**src/rtl/seg_pkg.sv**
```systemverilog
// Shared definitions for the seven-segment frame decoder: bus fields, glyphs, FSM states.
// Build with SEG_HEX_EN defined to also accept the hex glyphs A..F.
package seg_pkg;

    localparam int SEG_W   = 12;
    localparam int EN_HI   = 11;
    localparam int EN_LO   = 8;
    localparam int DP_BIT  = 7;
    localparam int SEG_HI  = 6;
    localparam int SEG_LO  = 0;

    // Active-high g..a patterns.
    localparam logic [6:0] GLYPH_0 = 7'h3F;
    localparam logic [6:0] GLYPH_1 = 7'h06;
    localparam logic [6:0] GLYPH_2 = 7'h5B;
    localparam logic [6:0] GLYPH_3 = 7'h4F;
    localparam logic [6:0] GLYPH_4 = 7'h66;
    localparam logic [6:0] GLYPH_5 = 7'h6D;
    localparam logic [6:0] GLYPH_6 = 7'h7D;
    localparam logic [6:0] GLYPH_7 = 7'h07;
    localparam logic [6:0] GLYPH_8 = 7'h7F;
    localparam logic [6:0] GLYPH_9 = 7'h6F;
    localparam logic [6:0] GLYPH_A = 7'h77;
    localparam logic [6:0] GLYPH_B = 7'h7C;
    localparam logic [6:0] GLYPH_C = 7'h39;
    localparam logic [6:0] GLYPH_D = 7'h5E;
    localparam logic [6:0] GLYPH_E = 7'h79;
    localparam logic [6:0] GLYPH_F = 7'h71;

    typedef enum logic [1:0] {
        IDLE    = 2'd0,
        SETTLE  = 2'd1,
        CAPTURE = 2'd2,
        HOLD    = 2'd3
    } state_e;

    typedef struct packed {
        logic       err;
        logic [3:0] val;
    } glyph_res_t;

    function automatic glyph_res_t glyph_decode(input logic [6:0] pat);
        glyph_res_t r;
        r.err = 1'b0;
        r.val = 4'd0;
        case (pat)
            GLYPH_0: r.val = 4'd0;
            GLYPH_1: r.val = 4'd1;
            GLYPH_2: r.val = 4'd2;
            GLYPH_3: r.val = 4'd3;
            GLYPH_4: r.val = 4'd4;
            GLYPH_5: r.val = 4'd5;
            GLYPH_6: r.val = 4'd6;
            GLYPH_7: r.val = 4'd7;
            GLYPH_8: r.val = 4'd8;
            GLYPH_9: r.val = 4'd9;
`ifdef SEG_HEX_EN
            GLYPH_A: r.val = 4'd10;
            GLYPH_B: r.val = 4'd11;
            GLYPH_C: r.val = 4'd12;
            GLYPH_D: r.val = 4'd13;
            GLYPH_E: r.val = 4'd14;
            GLYPH_F: r.val = 4'd15;
`endif
            default: r.err = 1'b1;
        endcase
        return r;
    endfunction

endpackage

```
**src/rtl/seg_glyph_decode.sv**
```systemverilog
// Combinational glyph decoder: active-high g..a pattern to 4-bit value plus error flag.
// Hex glyphs are accepted only when SEG_HEX_EN is defined.
module seg_glyph_decode
    import seg_pkg::*;
(
    input  logic [6:0] pattern_i,
    output logic [3:0] value_o,
    output logic       err_o
);

    glyph_res_t res;

    always_comb begin
        res     = glyph_decode(pattern_i);
        value_o = res.val;
        err_o   = res.err;
    end

endmodule

```
**src/rtl/seg_frame_decoder.sv**
```systemverilog
// Watches the multiplexed active-low seven-segment bus, captures each settled digit
// and publishes complete 4-digit frames. SEG_HEX_EN enables hex glyph decoding.
module seg_frame_decoder
    import seg_pkg::*;
#(
    parameter int SETTLE_CYCLES = 4
) (
    input  logic        clk,
    input  logic        reset,
    input  logic [11:0] segs,
    output logic [15:0] digits,
    output logic [3:0]  dps,
    output logic        frame_valid,
    output logic [3:0]  glyph_err,
    output logic        busy,
    output logic [1:0]  dbg_state_o,
    output logic [3:0]  dbg_seen_o
);

    logic [11:0] sync1_q, sync2_q, latch_q;
    logic [7:0]  cnt_q;
    state_e      state_q;
    logic [15:0] buf_q, digits_q;
    logic [3:0]  dpbuf_q, dps_q, seen_q, seen_d, err_q, cap_sel;
    logic        frame_done_q, frame_valid_q, busy_q, en_ok, dec_err;
    logic [3:0]  dec_val;

    assign en_ok   = $onehot(~sync2_q[EN_HI:EN_LO]);
    assign cap_sel = ~latch_q[EN_HI:EN_LO];

    seg_glyph_decode u_dec (
        .pattern_i (~latch_q[SEG_HI:SEG_LO]),
        .value_o   (dec_val),
        .err_o     (dec_err)
    );

    // A capture on the publish edge must survive the clear of the completed frame.
    always_comb begin
        seen_d = frame_done_q ? 4'b0000 : seen_q;
        if (state_q == CAPTURE) seen_d = seen_d | cap_sel;
    end

    always_ff @(posedge clk or negedge reset) begin
        if (!reset) begin
            sync1_q       <= '1;
            sync2_q       <= '1;
            latch_q       <= '1;
            cnt_q         <= '0;
            state_q       <= IDLE;
            buf_q         <= '0;
            dpbuf_q       <= '0;
            seen_q        <= '0;
            frame_done_q  <= 1'b0;
            digits_q      <= '0;
            dps_q         <= '0;
            frame_valid_q <= 1'b0;
            err_q         <= '0;
            busy_q        <= 1'b0;
        end else begin
            sync1_q       <= segs;
            sync2_q       <= sync1_q;
            seen_q        <= seen_d;
            frame_done_q  <= (state_q == CAPTURE) && (seen_d == 4'b1111);
            frame_valid_q <= frame_done_q;
            if (frame_done_q) begin
                digits_q <= buf_q;
                dps_q    <= dpbuf_q;
            end
            case (state_q)
                IDLE: begin
                    if (en_ok) begin
                        state_q <= SETTLE;
                        busy_q  <= 1'b1;
                        cnt_q   <= 8'd1;
                        latch_q <= sync2_q;
                    end
                end
                SETTLE: begin
                    if (!en_ok) begin
                        state_q <= IDLE;
                        busy_q  <= 1'b0;
                    end else if (sync2_q != latch_q) begin
                        cnt_q   <= 8'd1;
                        latch_q <= sync2_q;
                    end else if (cnt_q >= 8'(SETTLE_CYCLES)) begin
                        state_q <= CAPTURE;
                        busy_q  <= 1'b0;
                    end else begin
                        cnt_q <= cnt_q + 8'd1;
                    end
                end
                CAPTURE: begin
                    for (int i = 0; i < 4; i++) begin
                        if (cap_sel[i]) begin
                            buf_q[4*i +: 4] <= dec_val;
                            dpbuf_q[i]      <= ~latch_q[DP_BIT];
                            if (dec_err) err_q[i] <= 1'b1;
                        end
                    end
                    state_q <= HOLD;
                end
                HOLD: begin
                    if (sync2_q != latch_q) begin
                        if (en_ok) begin
                            state_q <= SETTLE;
                            busy_q  <= 1'b1;
                            cnt_q   <= 8'd1;
                            latch_q <= sync2_q;
                        end else begin
                            state_q <= IDLE;
                        end
                    end
                end
                default: state_q <= IDLE;
            endcase
        end
    end

    assign digits      = digits_q;
    assign dps         = dps_q;
    assign frame_valid = frame_valid_q;
    assign glyph_err   = err_q;
    assign busy        = busy_q;
    assign dbg_state_o = state_q;
    assign dbg_seen_o  = seen_q;

endmodule

```
**config.mk**
```make
export PLATFORM = sky130hd
export DESIGN_NAME = seg_frame_decoder
export DESIGN_NICKNAME = d
export VERILOG_FILES = /design/src/rtl/seg_pkg.sv /design/src/rtl/seg_glyph_decode.sv /design/src/rtl/seg_frame_decoder.sv
export SDC_FILE = /design/constraint.sdc
export NUM_CORES = 1
export LEC_CHECK = 0
export ABC_AREA = 1
export BUFFER_PORTS_ARGS = -buffer_cell sky130_fd_sc_hd__buf_2
export CORE_UTILIZATION = 30
export DETAILED_ROUTE_END_ITERATION = 8
export GPL_ROUTABILITY_DRIVEN = 0
export HOLD_SLACK_MARGIN = 0.15
export PLACE_DENSITY_LB_ADDON = 0.2
export SLEW_MARGIN = 20
export SYNTH_ARGS = -nofsm -noshare
export SYNTH_HDL_FRONTEND = slang
export SYNTH_SLANG_ARGS = --single-unit
```
**constraint.sdc**
```tcl
create_clock -name clk -period 3.75 [get_ports clk]
set_input_delay 0 -clock clk [delete_from_list [all_inputs] [get_ports clk]]
set_output_delay 0 -clock clk [all_outputs]
set_load 0.03 [all_outputs]
```
==> out/results.txt <==
Nets -> 498
Number of stages on the worst setup path -> 12
Post-Syn Area per Cell -> 9.90 um2
Clock Root Buffer -> clkbuf_16
Clock Sinks -> 97
Worst r2r path cells -> 12
Crit share post-route -> 71.5%
Site row count -> 42
GRT Residual Overflow -> 0
Largest net degree at the start of global routing -> 66
Final Critical Period -> 2.68 ns
Fillers -> 1326
Critical path, cell by cell -> fa_1, inv_1, ha_1, ha_1, nor3_1, inv_1, nor2_1, nand2_1, inv_1, nand2_2, inv_2, nor2_1
Setup TNS -> 0 ns
Arrival @ worst endpoint -> 2.92 ns
Clk slew on worst S/H paths -> 0.07 ns
H-tree depth -> 3
Worst r2r src -> sync2_q[9]
IO buf count -> 45
Crit path max-delay family -> simple AND/OR/NAND/NOR gates
RSZ-0062 raised after global routing -> false
Post-CTS Setup Bufs -> 0
YS warnings -> 0
DRC violations left -> 0
Share of cells above drive strength 1 -> 28.9%
Dpl cell area -> 4510 um2
Synth Net Count -> 434
Worst VDD drop -> 0.000289 V
Crit-path max FO -> 5
Setup Crit Path Kind -> flip-flop to flip-flop
Worst setup SP type -> flip-flop
Synth cell types -> 34
Top_reg_cell synth -> dfrtp_1
Fin. Hold Viols -> 0
Die Width -> 119 um
Routed vias -> 2849
Worst setup EP type -> flip-flop
Final wirelength -> 7780 um
Mapped Area -> 4110 um2
Commonest non-fill, non-tap cells in the layout -> nand2_1 (119), dfrtp_1 (61), inv_1 (47)
GRT Overall Usage -> 12.2%
P&R area growth vs syn -> 19.8%
Ranking of synthesized cells by area -> dfrtp_1 (37%), dfstp_2 (23%), nand2_1 (11%)
Die Ht -> 119 um
Vias in the first global route -> 2793
# setup viols final -> 0
Core box area -> 13300 um2
CTS tree -> done
Status -> finished, final reports clean
Full die area -> 14200 um2
Remaining antenna violation count -> 0
Pleak -> 2.46 nW
Leading cell type in the layout, fill and taps excluded -> nand2_1
Via-to-Cell Ratio -> 4.32
Slew Limit Headroom -> 30.5%
Slew Limit Fails -> 0
CP max stage delay -> 0.57 ns
Synth top area share -> 37.1%
Hold/Removal Path Class -> primary input to async pin
Max stage delay cell, worst path -> dfstp_2
Initial antenna violation count -> 0
Antenna cells -> 0
Clk Latency, worst-skew pair -> 0.34 ns
Worst EP required -> 3.99 ns
Reg-to-reg endpoint -> cnt_q[5]
Max_cap viols -> 0
Starting DRT DRC Count -> 123
Post-synth ARST share -> 100%
Fmax -> 373 MHz
Mapped Cells -> 415
CTS max path bufs -> 2
Crit path from -> sync2_q[9]
Ports -> 46
Design Area, Final -> 4920 um2
FF-to-FF setup slack -> 1.07 ns
EDFF count, synth -> 0
Sequential element share of the synthesized area -> 60.2%
Yosys top cell by area -> dfrtp_1
Synth Register Bits -> 97
Skew final -> 0.00463 ns
Critical path buffers and inverters -> 4
Initial cell density of the core -> 30.9%
CTS resizes -> 0
First-pass GRT wire length -> 13300 um
Worst-Margin Slew -> 1.04 ns
Routed len/inst -> 11.8 um
PD cells -> 713 nW/um2
Worst setup path end -> cnt_q[5]
Post-DP HPWL -> 5470 um
Router iterations before antenna repair -> 4
Cell mode on critical path -> inv_1
CTS Buf Count -> 9
[per-layer routing]
| layer | share of wire [%] | routed length (um) | up-vias | track usage, % |
|---|---|---|---|---|
| li1 | - | - | 1433 | - |
| met5 | 0 | 0 | - | 0 |
| met4 | 2.2 | 174 | 0 | 5.93 |
| met1 | 51 | 3940 | 1339 | 15.9 |
| met3 | 3.9 | 302 | 16 | 3.30 |
| met2 | 43 | 3370 | 61 | 18.8 |
[cell usage after synthesis, drive strengths merged (3+ instances only)]
cell    instances
nand2         122
dfrtp          61
inv            51
nor2           38
dfstp          36
o21ai          29
mux2           19
nand3          19
a21oi           5
buf             5
nand4           5
ha              4
nor3            4
o21bai          4
xnor2           4
clkinv          3
[worst min path at each step]
stage | startpoint | to | slack (ns)
after floorplan | reset | async pin | -0.30
after global placement | segs[10] | sync1_q[10] | 0.10
after detailed placement | segs[9] | sync1_q[9] | 0.11
after CTS | segs[11] | sync1_q[11] | 0.27
after global routing | segs[1] | sync1_q[1] | 0.29
final | reset | digits[15] | 0.28
[worst register-to-register path: cells and delay by family, from the launching register on]
kind | cells | cell delay (ns)
AND/OR/NAND/NOR | 5 | 0.82
adder cells (fa/ha/maj) | 3 | 0.78
flip-flops | 1 | 0.57
buffers and inverters | 4 | 0.43
[cell families after synthesis]
| family | after synthesis | synth area share (%) |
|---|---|---|
| buffers and inverters | 60 | 6.30 |
| AOI/OAI and AO/OA | 40 | 6.09 |
| muxes | 19 | 5.21 |
| adders and majority gates | 5 | 1.71 |
| DFF | 97 | 60.2 |
| xor gates and xnor gates | 4 | 0.853 |
| and+or+nand+nor | 190 | 19.7 |
[sequential cells by signal, summed over array words and instances (netlist names), named ones only]
register and cells:
dbg_state_o 1, digits 16, dps 4, dpbuf_q 4, dbg_seen_o 4, latch_q 12, glyph_err 4, frame_valid 1
frame_done_q 1, buf_q 16, busy 1, sync1_q 12, sync2_q 12, cnt_q 8
[power breakdown]
group	switching, mW	internal, mW
clock	0.386	0.486
combinational	0.692	0.349
sequential	0.228	1.37
[layout make-up]
class / count / area (um2) / share of cell area (%)
sequential: 97 / 2470 / 50.2
multi-input combinational: 258 / 1380 / 28.0
timing repair buffer: 59 / 365 / 7.42
clock buffer: 11 / 254 / 5.16
tap: 176 / 220 / 4.47
inverter: 54 / 203 / 4.12
clock inverter: 5 / 28.8 / 0.585
[stage by stage]
stage	std cells	setup WS, ns	hold slack (ns)	total power, mW	util (%)
after floorplan	415	1.36	-0.296	2.36	-
after global routing	660	0.875	0.288	3.78	37.0
after CTS	660	1.08	0.273	3.56	37.0
after global placement	631	1.21	0.104	2.64	33.9
after detailed placement	631	1.08	0.106	2.66	33.9
final	660	1.07	0.276	3.51	37.0
[repair_timing]
item	CTS	global route
hold endpoints to repair	48	0
hold buffers	13	0
endpoints found under the setup margin	0	0
Power figures use the tool's default switching activity.
